==> config.mk <==
export PLATFORM = sky130hd
export DESIGN_NAME = uart_loader_flat
export DESIGN_NICKNAME = d
export VERILOG_FILES = /design/src/rtl/uart_loader_if.sv /design/src/rtl/uart_loader.sv /design/src/flat_wrapper.sv
export SDC_FILE = /design/constraint.sdc
export NUM_CORES = 1
export LEC_CHECK = 0
export CAP_MARGIN = 25
export CORE_MARGIN = 2
export CORE_UTILIZATION = 45
export CTS_CLUSTER_SIZE = 28
export DETAILED_ROUTE_END_ITERATION = 10
export PLACE_DENSITY_LB_ADDON = 0.2
export SETUP_SLACK_MARGIN = 0.05
export SLEW_MARGIN = 15
export SYNTH_ARGS = -nofsm -noshare
export SYNTH_HDL_FRONTEND = slang
export SYNTH_SLANG_ARGS = --single-unit
==> constraint.sdc <==
create_clock -name clk -period 4.9 [get_ports clk]
set_clock_uncertainty 0.2 [all_clocks]
set_input_delay 0.49 -clock clk [delete_from_list [all_inputs] [get_ports clk]]
set_output_delay 0.49 -clock clk [all_outputs]
set_load 0.1 [all_outputs]
==> src/rtl/uart_loader_if.sv <==
// Bundle of the receiver, instruction-memory and CPU-side signals of the boot
// loader. The slave view belongs to the loader; the master view belongs to
// whatever drives it (receiver + CPU model, or a testbench).
interface uart_loader_if #(
    parameter int ADDR_W = 14
);
    // receiver side
    logic [31:0]       rx_data;
    logic              rx_valid;
    logic              rx_ready;
    // instruction-memory write port
    logic              imem_we;
    logic [ADDR_W-1:0] imem_addr;
    logic [31:0]       imem_wdata;
    // status and CPU word port
    logic              boot_done;
    logic              cpu_req;
    logic [31:0]       cpu_data;
    logic              cpu_ack;
    logic              ovf;

    modport slave (
        input  rx_data, rx_valid, cpu_req,
        output rx_ready, imem_we, imem_addr, imem_wdata,
        output boot_done, cpu_data, cpu_ack, ovf
    );

    modport master (
        output rx_data, rx_valid, cpu_req,
        input  rx_ready, imem_we, imem_addr, imem_wdata,
        input  boot_done, cpu_data, cpu_ack, ovf
    );
endinterface

==> src/rtl/uart_loader.sv <==
// UART boot loader. The first received word is a length; that many words are
// written to instruction memory from address 0, then boot_done rises and all
// later words are queued in a small FIFO that the CPU drains one word per
// request. All outputs are registered.
module uart_loader #(
    parameter int ADDR_W     = 14,
    parameter int FIFO_DEPTH = 4
) (
    input  logic          clk,
    input  logic          rst,
    uart_loader_if.slave  bus
);

    localparam int               PTR_W   = $clog2(FIFO_DEPTH);
    localparam int               CNT_W   = PTR_W + 1;
    localparam logic [CNT_W-1:0] DEPTH_C = CNT_W'(FIFO_DEPTH);
    // largest image that fits the address space; longer lengths saturate here
    localparam logic [32:0]      MAX_LEN = 33'(1) << ADDR_W;

    typedef enum logic [1:0] {
        S_LEN,
        S_LOAD,
        S_RUN
    } state_e;

    state_e            state_q,      state_d;
    logic [32:0]       len_q,        len_d;
    logic [31:0]       word_cnt_q,   word_cnt_d;
    logic [PTR_W-1:0]  wr_ptr_q,     wr_ptr_d;
    logic [PTR_W-1:0]  rd_ptr_q,     rd_ptr_d;
    logic [CNT_W-1:0]  occ_q,        occ_d;
    logic              rx_ready_q,   rx_ready_d;
    logic              imem_we_q,    imem_we_d;
    logic [ADDR_W-1:0] imem_addr_q,  imem_addr_d;
    logic [31:0]       imem_wdata_q, imem_wdata_d;
    logic              boot_done_q,  boot_done_d;
    logic [31:0]       cpu_data_q,   cpu_data_d;
    logic              cpu_ack_q,    cpu_ack_d;
    logic              ovf_q,        ovf_d;

    logic              push;
    logic              pop;
    logic              fifo_full;
    logic [31:0]       fifo_mem [FIFO_DEPTH];

    // Next-state, datapath and FIFO control for the three boot phases
    always_comb begin
        // NOTE: every variable gets a default before the case so no path
        // leaves one unassigned, which would otherwise infer a latch.
        state_d      = state_q;
        len_d        = len_q;
        word_cnt_d   = word_cnt_q;
        wr_ptr_d     = wr_ptr_q;
        rd_ptr_d     = rd_ptr_q;
        occ_d        = occ_q;
        imem_we_d    = 1'b0;
        imem_addr_d  = imem_addr_q;
        imem_wdata_d = imem_wdata_q;
        boot_done_d  = boot_done_q;
        cpu_data_d   = cpu_data_q;
        cpu_ack_d    = 1'b0;
        ovf_d        = ovf_q;
        push         = 1'b0;
        pop          = 1'b0;
        // full is judged on occupancy before any same-cycle pop
        fifo_full    = (occ_q == DEPTH_C);

        case (state_q)
            S_LEN: begin
                if (bus.rx_valid) begin
                    len_d      = ({1'b0, bus.rx_data} > MAX_LEN) ? MAX_LEN : {1'b0, bus.rx_data};
                    word_cnt_d = '0;
                    if (bus.rx_data == 32'd0) begin
                        state_d     = S_RUN;
                        boot_done_d = 1'b1;
                    end else begin
                        state_d = S_LOAD;
                    end
                end
            end

            S_LOAD: begin
                if (bus.rx_valid) begin
                    imem_we_d    = 1'b1;
                    imem_addr_d  = word_cnt_q[ADDR_W-1:0];
                    imem_wdata_d = bus.rx_data;
                    // counter saturates rather than wrapping
                    if (word_cnt_q != '1) begin
                        word_cnt_d = word_cnt_q + 32'd1;
                    end
                    if ((33'(word_cnt_q) + 33'd1) == len_q) begin
                        state_d     = S_RUN;
                        boot_done_d = 1'b1;
                    end
                end
            end

            S_RUN: begin
                // one ack per request, never two in a row; data read from
                // the registered head, so a fresh push is not visible yet
                pop  = bus.cpu_req && (occ_q != '0) && !cpu_ack_q;
                push = bus.rx_valid && !fifo_full;
                if (bus.rx_valid && fifo_full) begin
                    ovf_d = 1'b1;
                end
                if (pop) begin
                    cpu_ack_d  = 1'b1;
                    cpu_data_d = fifo_mem[rd_ptr_q];
                    rd_ptr_d   = rd_ptr_q + PTR_W'(1);
                end
                if (push) begin
                    wr_ptr_d = wr_ptr_q + PTR_W'(1);
                end
                if (push && !pop) begin
                    occ_d = occ_q + CNT_W'(1);
                end else if (pop && !push) begin
                    occ_d = occ_q - CNT_W'(1);
                end
            end

            default: state_d = S_LEN;
        endcase

        // ready reflects the state and occupancy that will hold next cycle
        rx_ready_d = (state_d != S_RUN) || (occ_d != DEPTH_C);
    end

    // State and output registers with synchronous reset
    always_ff @(posedge clk) begin
        // NOTE: sequential state uses non-blocking assignments so every
        // register samples the pre-edge values, independent of statement order.
        if (rst) begin
            state_q      <= S_LEN;
            len_q        <= '0;
            word_cnt_q   <= '0;
            wr_ptr_q     <= '0;
            rd_ptr_q     <= '0;
            occ_q        <= '0;
            rx_ready_q   <= 1'b0;
            imem_we_q    <= 1'b0;
            imem_addr_q  <= '0;
            imem_wdata_q <= '0;
            boot_done_q  <= 1'b0;
            cpu_data_q   <= '0;
            cpu_ack_q    <= 1'b0;
            ovf_q        <= 1'b0;
        end else begin
            state_q      <= state_d;
            len_q        <= len_d;
            word_cnt_q   <= word_cnt_d;
            wr_ptr_q     <= wr_ptr_d;
            rd_ptr_q     <= rd_ptr_d;
            occ_q        <= occ_d;
            rx_ready_q   <= rx_ready_d;
            imem_we_q    <= imem_we_d;
            imem_addr_q  <= imem_addr_d;
            imem_wdata_q <= imem_wdata_d;
            boot_done_q  <= boot_done_d;
            cpu_data_q   <= cpu_data_d;
            cpu_ack_q    <= cpu_ack_d;
            ovf_q        <= ovf_d;
        end
    end

    // FIFO storage write
    always_ff @(posedge clk) begin
        // NOTE: the storage array is not reset; occupancy and pointers are,
        // so stale entries are never read.
        if (!rst && push) begin
            fifo_mem[wr_ptr_q] <= bus.rx_data;
        end
    end

    assign bus.rx_ready   = rx_ready_q;
    assign bus.imem_we    = imem_we_q;
    assign bus.imem_addr  = imem_addr_q;
    assign bus.imem_wdata = imem_wdata_q;
    assign bus.boot_done  = boot_done_q;
    assign bus.cpu_data   = cpu_data_q;
    assign bus.cpu_ack    = cpu_ack_q;
    assign bus.ovf        = ovf_q;

endmodule

==> src/flat_wrapper.sv <==
// flat-port wrapper written by rule: the top's interface ports become plain ports
module uart_loader_flat 
#(
    parameter int ADDR_W     = 14,
    parameter int FIFO_DEPTH = 4
)
  (clk, rst, bus_rx_data, bus_rx_valid, bus_cpu_req, bus_rx_ready, bus_imem_we, bus_imem_addr, bus_imem_wdata, bus_boot_done, bus_cpu_data, bus_cpu_ack, bus_ovf);
  uart_loader_if #(.ADDR_W(ADDR_W)) bus_i ();
  input  logic clk;
  input  logic rst;
  input wire logic [$bits(bus_i.rx_data)-1:0] bus_rx_data;
  input wire logic [$bits(bus_i.rx_valid)-1:0] bus_rx_valid;
  input wire logic [$bits(bus_i.cpu_req)-1:0] bus_cpu_req;
  output wire logic [$bits(bus_i.rx_ready)-1:0] bus_rx_ready;
  output wire logic [$bits(bus_i.imem_we)-1:0] bus_imem_we;
  output wire logic [$bits(bus_i.imem_addr)-1:0] bus_imem_addr;
  output wire logic [$bits(bus_i.imem_wdata)-1:0] bus_imem_wdata;
  output wire logic [$bits(bus_i.boot_done)-1:0] bus_boot_done;
  output wire logic [$bits(bus_i.cpu_data)-1:0] bus_cpu_data;
  output wire logic [$bits(bus_i.cpu_ack)-1:0] bus_cpu_ack;
  output wire logic [$bits(bus_i.ovf)-1:0] bus_ovf;
  assign bus_i.rx_data = bus_rx_data;
  assign bus_i.rx_valid = bus_rx_valid;
  assign bus_i.cpu_req = bus_cpu_req;
  assign bus_rx_ready = bus_i.rx_ready;
  assign bus_imem_we = bus_i.imem_we;
  assign bus_imem_addr = bus_i.imem_addr;
  assign bus_imem_wdata = bus_i.imem_wdata;
  assign bus_boot_done = bus_i.boot_done;
  assign bus_cpu_data = bus_i.cpu_data;
  assign bus_cpu_ack = bus_i.cpu_ack;
  assign bus_ovf = bus_i.ovf;
  uart_loader #(.ADDR_W(ADDR_W), .FIFO_DEPTH(FIFO_DEPTH)) u_core (.clk(clk), .rst(rst), .bus(bus_i));
endmodule
# [Yosys cells after proc, flatten, opt, wreduce, memory -nomap -nowiden]
# Memory sizes are Yosys's and may differ from the RTL's. A register that Yosys moved wholly into a read port is not among the register bits.
# Index checks and enable logic that the tools add are counted.
[word_totals] register_bits=125 mem_bits_rw=128 out_inout_bits=83 elab_cells=84 mem_count=1
[mem_list] name="u_core.fifo_mem" depth=4 word_bits=32 read_ports=1 rd_ports_with_merged_regs=1 wr=1 line="uart_loader.sv:44" text="logic [31:0] fifo_mem [FIFO_DEPTH];"
[classes] add_sub_neg=6 n_lt_le_gt_ge=1 eq_ne=12 muxes=23 bitwise=2 n_reduce_logical=26
[ops] cell="two-way mux 32 bit" n=4
[ops] cell="case mux 32 bit (2 select lines)" n=1
[ops] cell="adder 32 x 1 -> 33 bit (second input constant)" n=1
[ops] cell="== test 33 bit" n=1
[ops] cell="adder 32 x 1 -> 32 bit (second input constant)" n=1
[ops] cell="greater-than comparator 32 x 15 -> 1 bit (second input constant)" n=1
[ops] cell="logical NOT 32 bit" n=1
[ops] cell="!= test 32 bit (second input constant)" n=1
[ops] cell="AND reduction 2 bit" n=5
[ops] cell="two-way mux 1 bit" n=9
[ops] cell="two-way mux 3 bit" n=3
[ops] cell="two-way mux 2 bit" n=4
[ops] cell="logical AND 1 bit" n=7
[ops] cell="!= test 2 x 1 -> 1 bit (second input constant)" n=3
[ops] cell="!= test 2 bit (second input constant)" n=3
[ops] cell="case mux 2 bit (3 select lines)" n=1
[ops] cell="logical NOT 1 bit" n=5
[ops] cell="AND reduction 5 bit" n=1
[ops] cell="adder 2 x 1 -> 2 bit (second input constant)" n=2
[ops] cell="AND reduction 4 bit" n=1
[ops] cell="OR reduction 2 bit" n=2
[ops] cell="adder 3 x 1 -> 3 bit (second input constant)" n=1
[ops] cell="== test 3 bit (second input constant)" n=1
[ops] cell="!= test 3 bit (second input constant)" n=1
[ops] cell="9 further kinds" n=10

# [Depth between registers and ports, before layout]
[logic_depth] depth_word=10 mapped_depth=10

# [Least setup slack after synthesis]
# OpenSTA, ideal clock, no wires.
[synth_path] path_type="register to register" startpoint="reg u_core.occ_q[0]" endpoint="mem u_core.fifo_mem[0][0] (enable)" setup_time_ns=0.392 arrival_time_ns=2.123 required_ns=4.308 slack_ns=2.185 path_stages_with_launch=7 n_path_buf=0 period_less_slack_ns=2.715 path_cell_list="dfxtp_1 > inv_1 > ha_1 > a21boi_0 > nand2_1 > nor2_1 > and2_1"
[synth_between] elab_chain_cells=7
[synth_lines] item="from (decl)" line="uart_loader.sv:31" text="logic [CNT_W-1:0] occ_q, occ_d;"
[synth_lines] item="from (signal assigned)" line="uart_loader.sv:138" text="occ_q <= '0;"
[synth_lines] item="from (signal assigned)" line="uart_loader.sv:153" text="occ_q <= occ_d;"
[synth_lines] item="== test 3 bit" line="uart_loader.sv:66" text="fifo_full = (occ_q == DEPTH_C);"
[synth_lines] item="logical NOT 1 bit" line="uart_loader.sv:102" text="push = bus.rx_valid && !fifo_full;"
[synth_lines] item="logical AND 1 bit" line="uart_loader.sv:102"
[synth_lines] item="two-way mux 1 bit" line="uart_loader.sv:68" text="case (state_q)"
[synth_lines] item="logical AND 1 bit" line="uart_loader.sv:169" text="if (!rst && push) begin"
[synth_lines] item="two-way mux 1 bit" line="uart_loader.sv:169"
[synth_lines] item="two-way mux 1 bit (implied by the code)" line="uart_loader.sv:170" text="fifo_mem[wr_ptr_q] <= bus.rx_data;"
[synth_lines] item="to (decl)" line="uart_loader.sv:44"
# No other way between the ends.

# [Worst setup path after layout]
[layout_path] startpoint="reg u_core.word_cnt_q[0]" endpoint="reg u_core.state_q[0]"
[layout_between] elab_chain_cells=5
[layout_lines] item="from (decl)" line="uart_loader.sv:28" text="logic [31:0] word_cnt_q, word_cnt_d;"
[layout_lines] item="from (signal assigned)" line="uart_loader.sv:150" text="word_cnt_q <= word_cnt_d;"
[layout_lines] item="adder 32 x 1 -> 33 bit" line="uart_loader.sv:91" text="if ((33'(word_cnt_q) + 33'd1) == len_q) begin"
[layout_lines] item="== test 33 bit" line="uart_loader.sv:91"
[layout_lines] item="two-way mux 2 bit" line="uart_loader.sv:91"
[layout_lines] item="two-way mux 2 bit" line="uart_loader.sv:83" text="if (bus.rx_valid) begin"
[layout_lines] item="case mux 2 bit (3 select lines)" line="uart_loader.sv:68"
[layout_lines] item="to (signal assigned)" line="uart_loader.sv:148" text="state_q <= state_d;"
[layout_lines] item="to (decl)" line="uart_loader.sv:26" text="state_e state_q, state_d;"
# No other way between the ends.
# A chain may end at the register's enable or synchronous reset.

==> summary.md <==
| Metric | Value |
|---|---|
| Post-Synth Simple-Gate Area | `17.5%` |
| Clock latency on the worst-skew pair | `550 ps` |
| First-pass GRT wire length | `~47 mm` |
| Critical path origin | `u_core.word_cnt_q[0]` |
| H-tree depth | `1` |
| Hold Crit Class | `reg2reg` |
| Syn-to-layout area delta | `20.1%` |
| Critical Path Sink Type | `flop` |
| Core box area | `approximately 0.026 mm^2` |
| Leak Pwr | `roughly 4.6 nW` |
| Rows | `59` |
| CTS tree | `yes` |
| Routability cong. | `between 0.8 and 0.9` |
| Main combinational cell family by area after synthesis | `simple AND/OR/NAND/NOR gates` |
| Multi-input gate area | `around 0.0046 mm^2` |
| Most frequent cells in the layout | `nand2_1 (178), dfxtp_1 (155), a21oi_1 (137)` |
| Post-synth EDFFs | `128` |
| R2r endpoint | `u_core.state_q[0]` |
| Cells after DPL | `1487` |
| DRC | `0` |
| Final period utilization | `64.9%` |
| Largest net degree at the start of global routing | `76` |
| Vias in the first global route | `8333` |
| Synth Area in Compound Gates | `10.5%` |
| DRT Pass-1 Iters | `5` |
| Layout net count | `1228` |
| Max Fanout on Critical Path | `8` |
| # fillers | `2258` |
| Sum of negative setup slack | `0 ps` |
| Ratio of cells with drive above 1 in the final layout | `9.44%` |
| Iteration-0 DRC count of the detailed router | `724` |
| Cells on worst reg2reg path | `8` |
| Post-Layout Inst Area | `roughly 0.014 mm^2` |
| Initial antenna violation count | `0` |
| Die Y | `between 150 and 200 um` |
| FMAX | `~0.31 GHz` |
| Sequential-to-total area share from yosys stat | `between 50 and 60%` |
| Fin crit period | `~3200 ps` |
| Detail-routed via count per cell | `5.60` |
| # IOs | `approximately 120` |
| CTS clk-pin slew, worst paths | `around 60 ps` |
| Commonest non-fill, non-tap cell in the layout | `nand2_1` |
| Number of port buffers | `118` |
| Slew Limit Headroom | `30.5%` |
| DIE AREA | `around 0.028 mm^2` |
| Final HPWL DP | `18.8 mm` |
| Diodes inserted | `0` |
| DR vias | `8640` |
| Synth Register Bits | `284` |
| DRT antenna net count | `0` |
| Synth Net Count | `1136` |
| Asr flop ratio synth | `0%` |
| Die X | `167 um` |
| CTS Buf Count | `29` |
| Post-CTS Setup Repair Bufs | `0` |
| Final WL | `between 20 and 30 mm` |
| # clock sinks | `between 200 and 300` |
| Reg-to-reg startpoint | `u_core.word_cnt_q[0]` |
| Adder-cell share of the synthesized area | `0.840%` |
| R2R Setup Slk | `1720 ps` |
| Crit path capture | `u_core.state_q[0]` |
| Slew Limit Fails | `0` |
| Post-CTS sizing | `0` |
| XOR/XNOR Fraction of Synth Area | `3.53%` |
| Cells after Synth | `1092` |
| Wire length per cell | `18.9 um` |
| RSZ-0062 raised after global routing | `no` |
| Status | `finished, final reports clean` |
| Setup violations, final | `0` |
| Post-synthesis mux area share | `6.22%` |
| Critical setup path kind | `reg2reg` |
| Total power | `~5 mW` |
| Cell area power density | `346 mW/mm^2` |
| Arr. time, crit path | `3380 ps` |
| Hold Crit Start | `u_core.bus.imem_wdata[9]` |
| Seq. cell area | `~0.0070 mm^2` |
| Synth Warn # | `0` |
| VDD IR max | `0.251 mV` |
| Slew @ Worst Pin | `between 1000 and 1500 ps` |
| CTS max path bufs | `3` |
| Placed cell area | `0.0134 mm^2` |
| Max cap viols | `0` |
| Overall Global Routing Usage | `20.7%` |
| Grt total ovfl | `0` |
| Synth unique cells | `61` |
| CTS root buffer | `clkbuf_16` |
| Post-cts hold buffer count | `0` |
| Starting density of the core | `45.7%` |
| Post-Layout Cell Count | `1542` |
| Synthesized cell area | `around 0.012 mm^2` |
| Crit path launch type | `flop` |
| Final Hold Fails | `0` |
| Syn_area_per_cell | `10.9 um^2` |
| Primary FF master, synth | `dfxtp_1` |
| WP data required | `5100 ps` |
-- where the power goes --
| part | internal (mW) | switching [mW] |
|---|---|---|
| sequential | 2.49 | 0.0149 |
| combinational | 0.0923 | 0.229 |
| clock | 1.23 | 0.893 |
| total | 3.82 | 1.14 |
-- flip-flops by register name (all words and copies together), names as in the netlist --
register,cells
u_core.occ_q,3
u_core.len_q,32
u_core.word_cnt_q,32
u_core.bus.imem_wdata,32
u_core.bus.rx_ready,1
u_core.wr_ptr_q,2
u_core.bus.imem_addr,14
u_core.bus.ovf,1
u_core.rd_ptr_q,2
u_core.bus.cpu_data,32
u_core.state_q,2
u_core.bus.imem_we,1
u_core.bus.cpu_ack,1
u_core.bus.boot_done,1
u_core.fifo_mem,128
-- Yosys cell counts, types with 16 or more instances --
cell type  number  area share [%]
xor2_1         16             1.2
buf_2          19            0.80
dfxtp_1       156              26
nand4_1        16            0.84
or3_1          16            0.84
nor2_1         65             2.0
o21ai_0        38             1.6
edfxtp_1      128              32
xnor2_1        32             2.4
a21oi_1       137             5.8
and2_1         27             1.4
nand2_1       179             5.6
clkbuf_1       47             1.5
mux4_2         32             6.0
-- metrics by stage --
step / setup WS [ps] / util, % / hold WS (ps)
finish: 1720 / 54.9 / 251
floorplan: 2190 / - / 250
CTS: 1710 / 54.9 / 254
global route: 1500 / 54.9 / 275
global placement: 1500 / 51.2 / 241
detailed placement: 1450 / 51.3 / 246
-- layout make-up --
cell class                      count  share of cell area (%)
Inverter                            9                   0.236
Tap cell                          335                    2.93
Timing Repair Buffer              136                    9.52
Clock inverter                     11                   0.822
Sequential cell                   284                    48.7
Clock buffer                       43                    5.58
Multi-Input combinational cell    724                    32.2
-- worst min path at each step --
stage	end	slack, ps	depth (start not counted)
after CTS	u_core.bus.imem_wdata[5]	250	2
after floorplan	u_core.len_q[18]	250	1
after detailed placement	u_core.bus.imem_wdata[5]	250	2
final	u_core.bus.imem_wdata[9]	250	2
after global routing	u_core.bus.imem_wdata[18]	270	2
after global placement	u_core.bus.imem_wdata[9]	240	2
-- critical path, cell delays in order, from the launching register on --
cell       delay, ps
dfxtp_1          490
ha_1             310
nand3_2          240
nor4_4           470
and3_1           330
xnor2_1          160
a2111oi_4        420
and4_1           290
a41oi_1          120
-- kinds of logic after synthesis --
kind of cell / after synthesis
and+or+nand+nor: 412
xor gates and xnor gates: 48
DFF: 284
buffers and inverters: 84
muxes: 34
AOI/OAI and AO/OA: 222
adders and majority gates: 8
-- per-layer routing --
metal	share of wire, %	GRT usage [%]	vias to the layer above
met3	5.1	2.66	46
met2	47	34.0	237
li1	-	-	4131
met1	46	29.4	4226
met5	0	0	-
met4	1.9	4.80	0
Note: power is estimated with default switching activity, not from simulation.
